**src/rtl/proc_pkg.sv**
```systemverilog
// Shared definitions for the program-loader slice: image geometry and loader FSM states.
// The loader's optional checksum stage (LOADER_CHECKSUM_EN) uses ST_CHK from this enum.
package proc_pkg;

    localparam int PROG_WORDS  = 16;
    localparam int PROG_ADDR_W = 4;
    localparam int INST_W      = 16;

    typedef enum logic [2:0] {
        ST_IDLE  = 3'd0,
        ST_HI    = 3'd1,
        ST_LO    = 3'd2,
        ST_WRITE = 3'd3,
        ST_CHK   = 3'd4,
        ST_DONE  = 3'd5
    } loader_state_t;

endpackage

```
**src/rtl/program_loader.sv**
```systemverilog
// Byte-stream program loader: packs big-endian byte pairs into instruction words and writes them
// sequentially while holding the CPU. Optional trailing XOR checksum byte with `define LOADER_CHECKSUM_EN.
module program_loader
    import proc_pkg::*;
#(
    parameter int WORDS  = PROG_WORDS,
    parameter int ADDR_W = PROG_ADDR_W
) (
    input  logic              clk,
    input  logic              reset_n,
    input  logic              start,
    input  logic              abort,
    input  logic [7:0]        byte_data,
    input  logic              byte_valid,
    output logic              byte_ready,
    output logic              wr_en,
    output logic [ADDR_W-1:0] wr_addr,
    output logic [INST_W-1:0] wr_data,
    output logic              cpu_hold,
    output logic              load_done,
    output logic              load_error
);

    localparam logic [ADDR_W-1:0] LAST_ADDR = ADDR_W'(WORDS - 1);

    loader_state_t     r_state;
    loader_state_t     w_state_next;
    logic [ADDR_W-1:0] r_wr_addr;
    logic [INST_W-1:0] r_wr_data;

    logic w_xfer;
    logic w_abort;
    logic w_load_start;
    logic w_last;
    logic w_take_hi;
    logic w_take_lo;

    assign w_xfer    = byte_valid && byte_ready;
    assign w_abort   = abort && (r_state != ST_IDLE);
    assign w_last    = (r_wr_addr == LAST_ADDR);
    // abort wins over any byte offered in the same cycle, so the byte is simply not taken.
    assign w_take_hi = (r_state == ST_HI) && w_xfer && !w_abort;
    assign w_take_lo = (r_state == ST_LO) && w_xfer && !w_abort;

    // NOTE: sequential state uses non-blocking assignments so every register samples pre-edge values.
    always_ff @(posedge clk or negedge reset_n) begin
        if (!reset_n) begin
            r_state <= ST_IDLE;
        end else begin
            r_state <= w_state_next;
        end
    end

    // NOTE: every output of this block gets a default first, so no path can infer a latch.
    always_comb begin
        w_state_next = r_state;
        w_load_start = 1'b0;
        if (w_abort) begin
            w_state_next = ST_IDLE;
        end else begin
            case (r_state)
                ST_IDLE, ST_DONE: begin
                    if (start) begin
                        w_state_next = ST_HI;
                        w_load_start = 1'b1;
                    end
                end
                ST_HI: begin
                    if (w_xfer) w_state_next = ST_LO;
                end
                ST_LO: begin
                    if (w_xfer) w_state_next = ST_WRITE;
                end
                ST_WRITE: begin
`ifdef LOADER_CHECKSUM_EN
                    w_state_next = w_last ? ST_CHK : ST_HI;
`else
                    w_state_next = w_last ? ST_DONE : ST_HI;
`endif
                end
                ST_CHK: begin
`ifdef LOADER_CHECKSUM_EN
                    if (w_xfer) w_state_next = ST_DONE;
`else
                    w_state_next = ST_IDLE;
`endif
                end
                default: w_state_next = ST_IDLE;
            endcase
        end
    end

    // The address only advances when WRITE hands over to the next word, so it saturates at LAST_ADDR.
    always_ff @(posedge clk or negedge reset_n) begin
        if (!reset_n) begin
            r_wr_addr <= '0;
            r_wr_data <= '0;
        end else begin
            if (w_load_start) begin
                r_wr_addr <= '0;
            end else if ((r_state == ST_WRITE) && (w_state_next == ST_HI)) begin
                r_wr_addr <= r_wr_addr + ADDR_W'(1);
            end
            if (w_take_hi) r_wr_data[15:8] <= byte_data;
            if (w_take_lo) r_wr_data[7:0]  <= byte_data;
        end
    end

`ifdef LOADER_CHECKSUM_EN
    logic [7:0] r_csum;
    logic       r_load_error;

    always_ff @(posedge clk or negedge reset_n) begin
        if (!reset_n) begin
            r_csum       <= '0;
            r_load_error <= 1'b0;
        end else if (w_load_start || w_abort) begin
            r_csum       <= '0;
            r_load_error <= 1'b0;
        end else begin
            if (w_take_hi || w_take_lo) r_csum <= r_csum ^ byte_data;
            if ((r_state == ST_CHK) && w_xfer) r_load_error <= (byte_data != r_csum);
        end
    end

    assign load_error = r_load_error;
    // A failed image keeps the CPU stalled even though the load itself is reported complete.
    assign cpu_hold   = (r_state == ST_HI) || (r_state == ST_LO) || (r_state == ST_WRITE)
                     || (r_state == ST_CHK) || ((r_state == ST_DONE) && r_load_error);
`else
    assign load_error = 1'b0;
    assign cpu_hold   = (r_state == ST_HI) || (r_state == ST_LO) || (r_state == ST_WRITE);
`endif

    assign byte_ready = (r_state == ST_HI) || (r_state == ST_LO) || (r_state == ST_CHK);
    assign wr_en      = (r_state == ST_WRITE);
    assign wr_addr    = r_wr_addr;
    assign wr_data    = r_wr_data;
    assign load_done  = (r_state == ST_DONE);

endmodule

```
**config.mk**
```make
export PLATFORM = sky130hd
export DESIGN_NAME = program_loader
export DESIGN_NICKNAME = d
export VERILOG_FILES = /design/src/rtl/proc_pkg.sv /design/src/rtl/program_loader.sv
export SDC_FILE = /design/constraint.sdc
export NUM_CORES = 1
export LEC_CHECK = 0
export ABC_AREA = 1
export CAP_MARGIN = 5
export CORE_MARGIN = 8
export CORE_UTILIZATION = 40
export DETAILED_ROUTE_END_ITERATION = 8
export PLACE_DENSITY = 0.74
export SLEW_MARGIN = 40
export SYNTH_ARGS = -nofsm -noshare
export SYNTH_HDL_FRONTEND = slang
export SYNTH_SLANG_ARGS = --single-unit
```
**constraint.sdc**
```tcl
create_clock -name clk -period 1.35 [get_ports clk]
set_clock_uncertainty 0.05 [all_clocks]
set_input_delay 0.27 -clock clk [delete_from_list [all_inputs] [get_ports clk]]
set_output_delay 0.27 -clock clk [all_outputs]
set_load 0.01 [all_outputs]
```
======== After elaboration in Yosys (flattened, before gate mapping) ========
Cells that the tools add are included.
word-level totals
  register bits after elaboration ......... 23
  word-level logic and storage cells ...... 38
cells by class
  add/subtract/negate cells ............... 1
  equal/unequal tests ..................... 7
  muxes and demuxes ....................... 11
  reductions and logical operators ........ 15
operators with widths
  operator                                       count
  two-way mux 3 bit                              5
  one-hot mux 3 bit (4 select lines)             1
  two-way mux 4 bit                              2
  logical AND 1 bit                              7
  == test 3 x 1 -> 1 bit, second input constant  2
  == test 3 x 2 -> 1 bit, second input constant  2
  == test 3 bit, second input constant           2
  adder 4 x 1 -> 4 bit, second input constant    1
  == test 4 bit, second input constant           1
  zero test 3 bit                                1
  logical OR 1 bit                               3
  two-way mux 1 bit                              3
  nonzero test 3 bit                             1
  nonzero test 2 bit                             1
  OR reduction 2 bit                             1
  zero test 1 bit                                1

======== Logic depth before layout (Yosys ltp) ========
  word-level depth ........................ 11
  depth in mapped cells ................... 8

======== Worst setup path after synthesis ========
Ideal clock, no wire load.
  path kind ............................... flip-flop to flip-flop
  start point ............................. register r_wr_addr[0] (netlist: wr_addr[0])
  end point ............................... register r_wr_addr[2] (netlist: wr_addr[2])
  arrival ................................. 1.205 ns
  required time ........................... 1.235 ns
  setup slack ............................. 0.029 ns
  cell stages (with the launch flop) ...... 9
  buffers on the path ..................... 0
  period minus slack after synthesis ...... 1.321 ns
  path through ............................ dfrtp_1 -> ha_1 -> nand3_1 -> nor2_1 -> nor2_2 -> nand3_2 -> nand2_1 -> nand2_1 -> nand2_1
between the ends
  cells in the longest elaborated chain, start to end .. 7
  elaborated cells between the ends (all ways) .. 10
ends and longest elaborated chain
  element                              RTL line               RTL
  start, declared                      program_loader.sv:28   logic [ADDR_W-1:0] r_wr_addr;
  start signal, assigned               program_loader.sv:102  r_wr_addr <= r_wr_addr + ADDR_W'(1);
  == test 4 bit                        program_loader.sv:40   assign w_last = (r_wr_addr == LAST_ADDR);
  two-way mux 3 bit                    program_loader.sv:78   w_state_next = w_last ? ST_DONE : ST_HI;
  one-hot mux 3 bit (4 select lines)   program_loader.sv:61   case (r_state)
  two-way mux 3 bit                    program_loader.sv:58   if (w_abort) begin
  == test 3 x 1 -> 1 bit               program_loader.sv:101  end else if ((r_state == ST_WRITE) && (w_state_next == ST_HI)) begin
  logical AND 1 bit                    program_loader.sv:101
  nonzero test 2 bit (no source line)  n/a
Several ways; a longest one is shown, not always the timed one. The select of a mux whose other input is x is not followed.
A chain may end at the register's enable or synchronous reset.

======== Final worst setup path ========
  start point ............................. register r_state[0]
  end point ............................... output byte_ready
between the ends
  cells in the longest elaborated chain, start to end .. 3
  elaborated cells between the ends (all ways) .. 5
ends and longest elaborated chain
  element                                                           RTL line               RTL
  start, declared                                                   program_loader.sv:26   loader_state_t r_state;
  start signal, assigned                                            program_loader.sv:50   r_state <= w_state_next;
  == test 3 x 1 -> 1 bit or == test 3 x 2 -> 1 bit (tied branches)  program_loader.sv:135  assign byte_ready = (r_state == ST_HI) || (r_state == ST_LO) || (r_state == ST_CHK);
  logical OR 1 bit                                                  program_loader.sv:135
  logical OR 1 bit (*)                                              program_loader.sv:135
  end, declared                                                     program_loader.sv:15   output logic byte_ready,
Mark *: on every way between the ends. The rest lies on a longest branch, timed or not.

==> metrics <==
Final ANT Viol Nets=0; Final Critical Period=1605 ps; Routed Wire Length=3.458 mm; worst min path class=in2async; Yosys reg bits=23; die area=4822 µm²; Area contributors post-synth=dfrtp_1 50%, nand2_1 11%, inv_1 6.6%, o21ai_2 6.1%, nand3_1 3.9%; fillers=200; CTS buffer count=3; Worst IR Drop VDD=0.001344 V; clock root buffer master=clkbuf_4; Netlist cell types=22; Crit Path Max Fanout=4; fin crit share=118.9%; Die H=69.44 µm; io pins=38; Synth-to-Final Area Change=74.70%; post-route insts no fill=235; final-report hold violation count=0; Routed wire per std cell=14.71 µm; WP buf/inv=3; clock tree buffer depth=2; proportion of layout cells with a drive suffix above 1=46.08%; antenna violations before repair=0; mean area per synthesized cell=8.720 µm²; vias post-DR=1178; post-synthesis cell count=131; DRC errors left=0; CP Cell Sequence=buf_6, inv_4, nand3_1, nand3_1, buf_2; Ant. Diodes=0; crit-path max cell delay=460 ps; Yosys top cell area share=50.38%; post-DP HPWL=2.078 mm; setup violators final=27; Final Wtd Congestion=0.8061; CP Class=reg2out; Mapped Nets=145; status=finished with violations; CP required=1030 ps; Clk Latency, worst-skew pair=310 ps; first-pass GRT wire length=5.485 mm; Clk pin slew, worst setup/hold paths=120 ps; synth warn=0; Die Width=69.44 µm; CTS tree=built; RSZ-0062 raised after global routing=true; FP Rows=19; grt total ovfl=0; slowest CP cell=dfrtp_2; total negative setup slack=-4050 ps; initial core utilization=41.78%; worst setup margin=-254.9 ps; most frequent cells in the layout=23 x buf_4, 21 x dfrtp_1, 16 x inv_1, 15 x nand2_1, 15 x nand2_2; Peak Freq=623.1 MHz; Placed Cells=209; Pre-Repair DR Iteration Count=4; commonest non-fill, non-tap cell in the layout=buf_4; Leak Pwr=0.001023 µW; Top cell by count, worst path=nand3_1; GRT Total Usage=13.40%; fin area=1996 µm²; Setup WS pre-CTS=-227.3 ps; Max-cap violations=0; Port Buf Inserts=36; CP endpoint kind=primary output; hold buffer count at cts=0; Synth area leader=dfrtp_1; pin count of the biggest net entering global routing=24; Pwr Density=1989 nW/µm²; vias in the first global route=1222; Seq/Total Area, Yosys=50.38%; post-placement cell area=1617 µm²; Final nets=219; Mapped Area=1142 µm²; Total Power=3969 µW; Data arrival, critical path=1280 ps; max-slew violations=0; critical path's top delay family=flip-flops; drt initial violations=37; core area=2734 µm²; violated checks=negative setup slack; Sink Count=23; startpoint types=register; vias per inst=5.013; # H-tree levels=1
-- Yosys cell counts (all sizes together) --
cell type   n
nand2      35
dfrtp      23
inv        21
o21ai      18
nand3      13
nor2       11
buf         3
xor2        2
a21oi       1
clkinv      1
conb        1
ha          1
nand4       1
-- worst register-to-register path, stage by stage, from the launching register on --
cell	delay [ps]
dfrtp_2	460
buf_4	150
buf_6	110
nand3_2	80
buf_6	110
nor2_2	30
nor2_2	150
nand3_4	150
nand2_4	120
nand2_1	60
nand2_1	50
-- where the power goes --
part | leakage [µW] | internal, µW | total (µW) | switching, µW
clock network | 0.0000150 | 115 | 311 | 196
registers | 0.000291 | 977 | 1190 | 212
logic | 0.000717 | 1250 | 2470 | 1220
-- sequential cells by signal, indices dropped and copies added (netlist names) --
signal	flops
wr_addr	4
r_state	3
wr_data	16
-- final cells by class --
cell class	instances	area, µm²	area share (%)
repair buffers	69	629.4	31.54
multi-input cells	86	636.9	31.91
inverters	22	86.33	4.326
well taps	31	38.79	1.944
clock buffers	4	26.28	1.317
flip-flops and latches	23	578.1	28.97
-- per-stage QoR --
| step | hold WS, ps | utilization, % |
|---|---|---|
| finish | 244.8 | 73.00 |
| global route | 264.2 | 73.00 |
| floorplan | -75.59 | - |
| detailed placement | 422.4 | 59.13 |
| CTS | 259.9 | 65.81 |
| global placement | 415.3 | 59.13 |
-- cells by family (layout without fill, tap and decap cells) --
kind of cell	Yosys count	after routing	synth area share, %
xor+xnor	2	2	1.534
compound gates	19	19	10.95
other cells	1	1	0.3283
fa+ha+maj	1	1	1.095
buf+inv	25	95	9.966
simple gates	60	63	25.74
flops	23	23	50.38
-- path summary, 6_finish.rpt --
kind / cells past startpoint / endpoint / slack, ps / startpoint
max in group asynchronous: 2 / r_state[1]$_DFF_PN0_ / 760 / reset_n
hold reg to reg: 2 / wr_data[4]$_DFFE_PN0P_ / 460 / wr_data[4]$_DFFE_PN0P_
min in group clk: 2 / wr_data[4]$_DFFE_PN0P_ / 460 / wr_data[4]$_DFFE_PN0P_
setup / recovery: 5 / byte_ready / -250 / r_state[0]$_DFF_PN0_
hold / removal: 2 / wr_data[7]$_DFFE_PN0P_ / 240 / reset_n
setup reg to reg: 10 / wr_addr[0]$_DFFE_PN0P_ / -200 / r_state[0]$_DFF_PN0_
-- per-layer routing --
layer	up-vias	wire [µm]	GRT usage, %
li1	561	-	-
met1	569	1378	14.29
met2	41	1753	23.16
met3	7	286	5.866
met4	0	40	4.100
met5	-	0	0
-- repair_timing --
action	in CTS	in global routing
gates resized for setup	65	47
setup endpoints to repair	45	38
pin swaps	7	11
cloned	3	0
buffers inserted	8	11
Note: power is estimated with default switching activity, not from simulation.
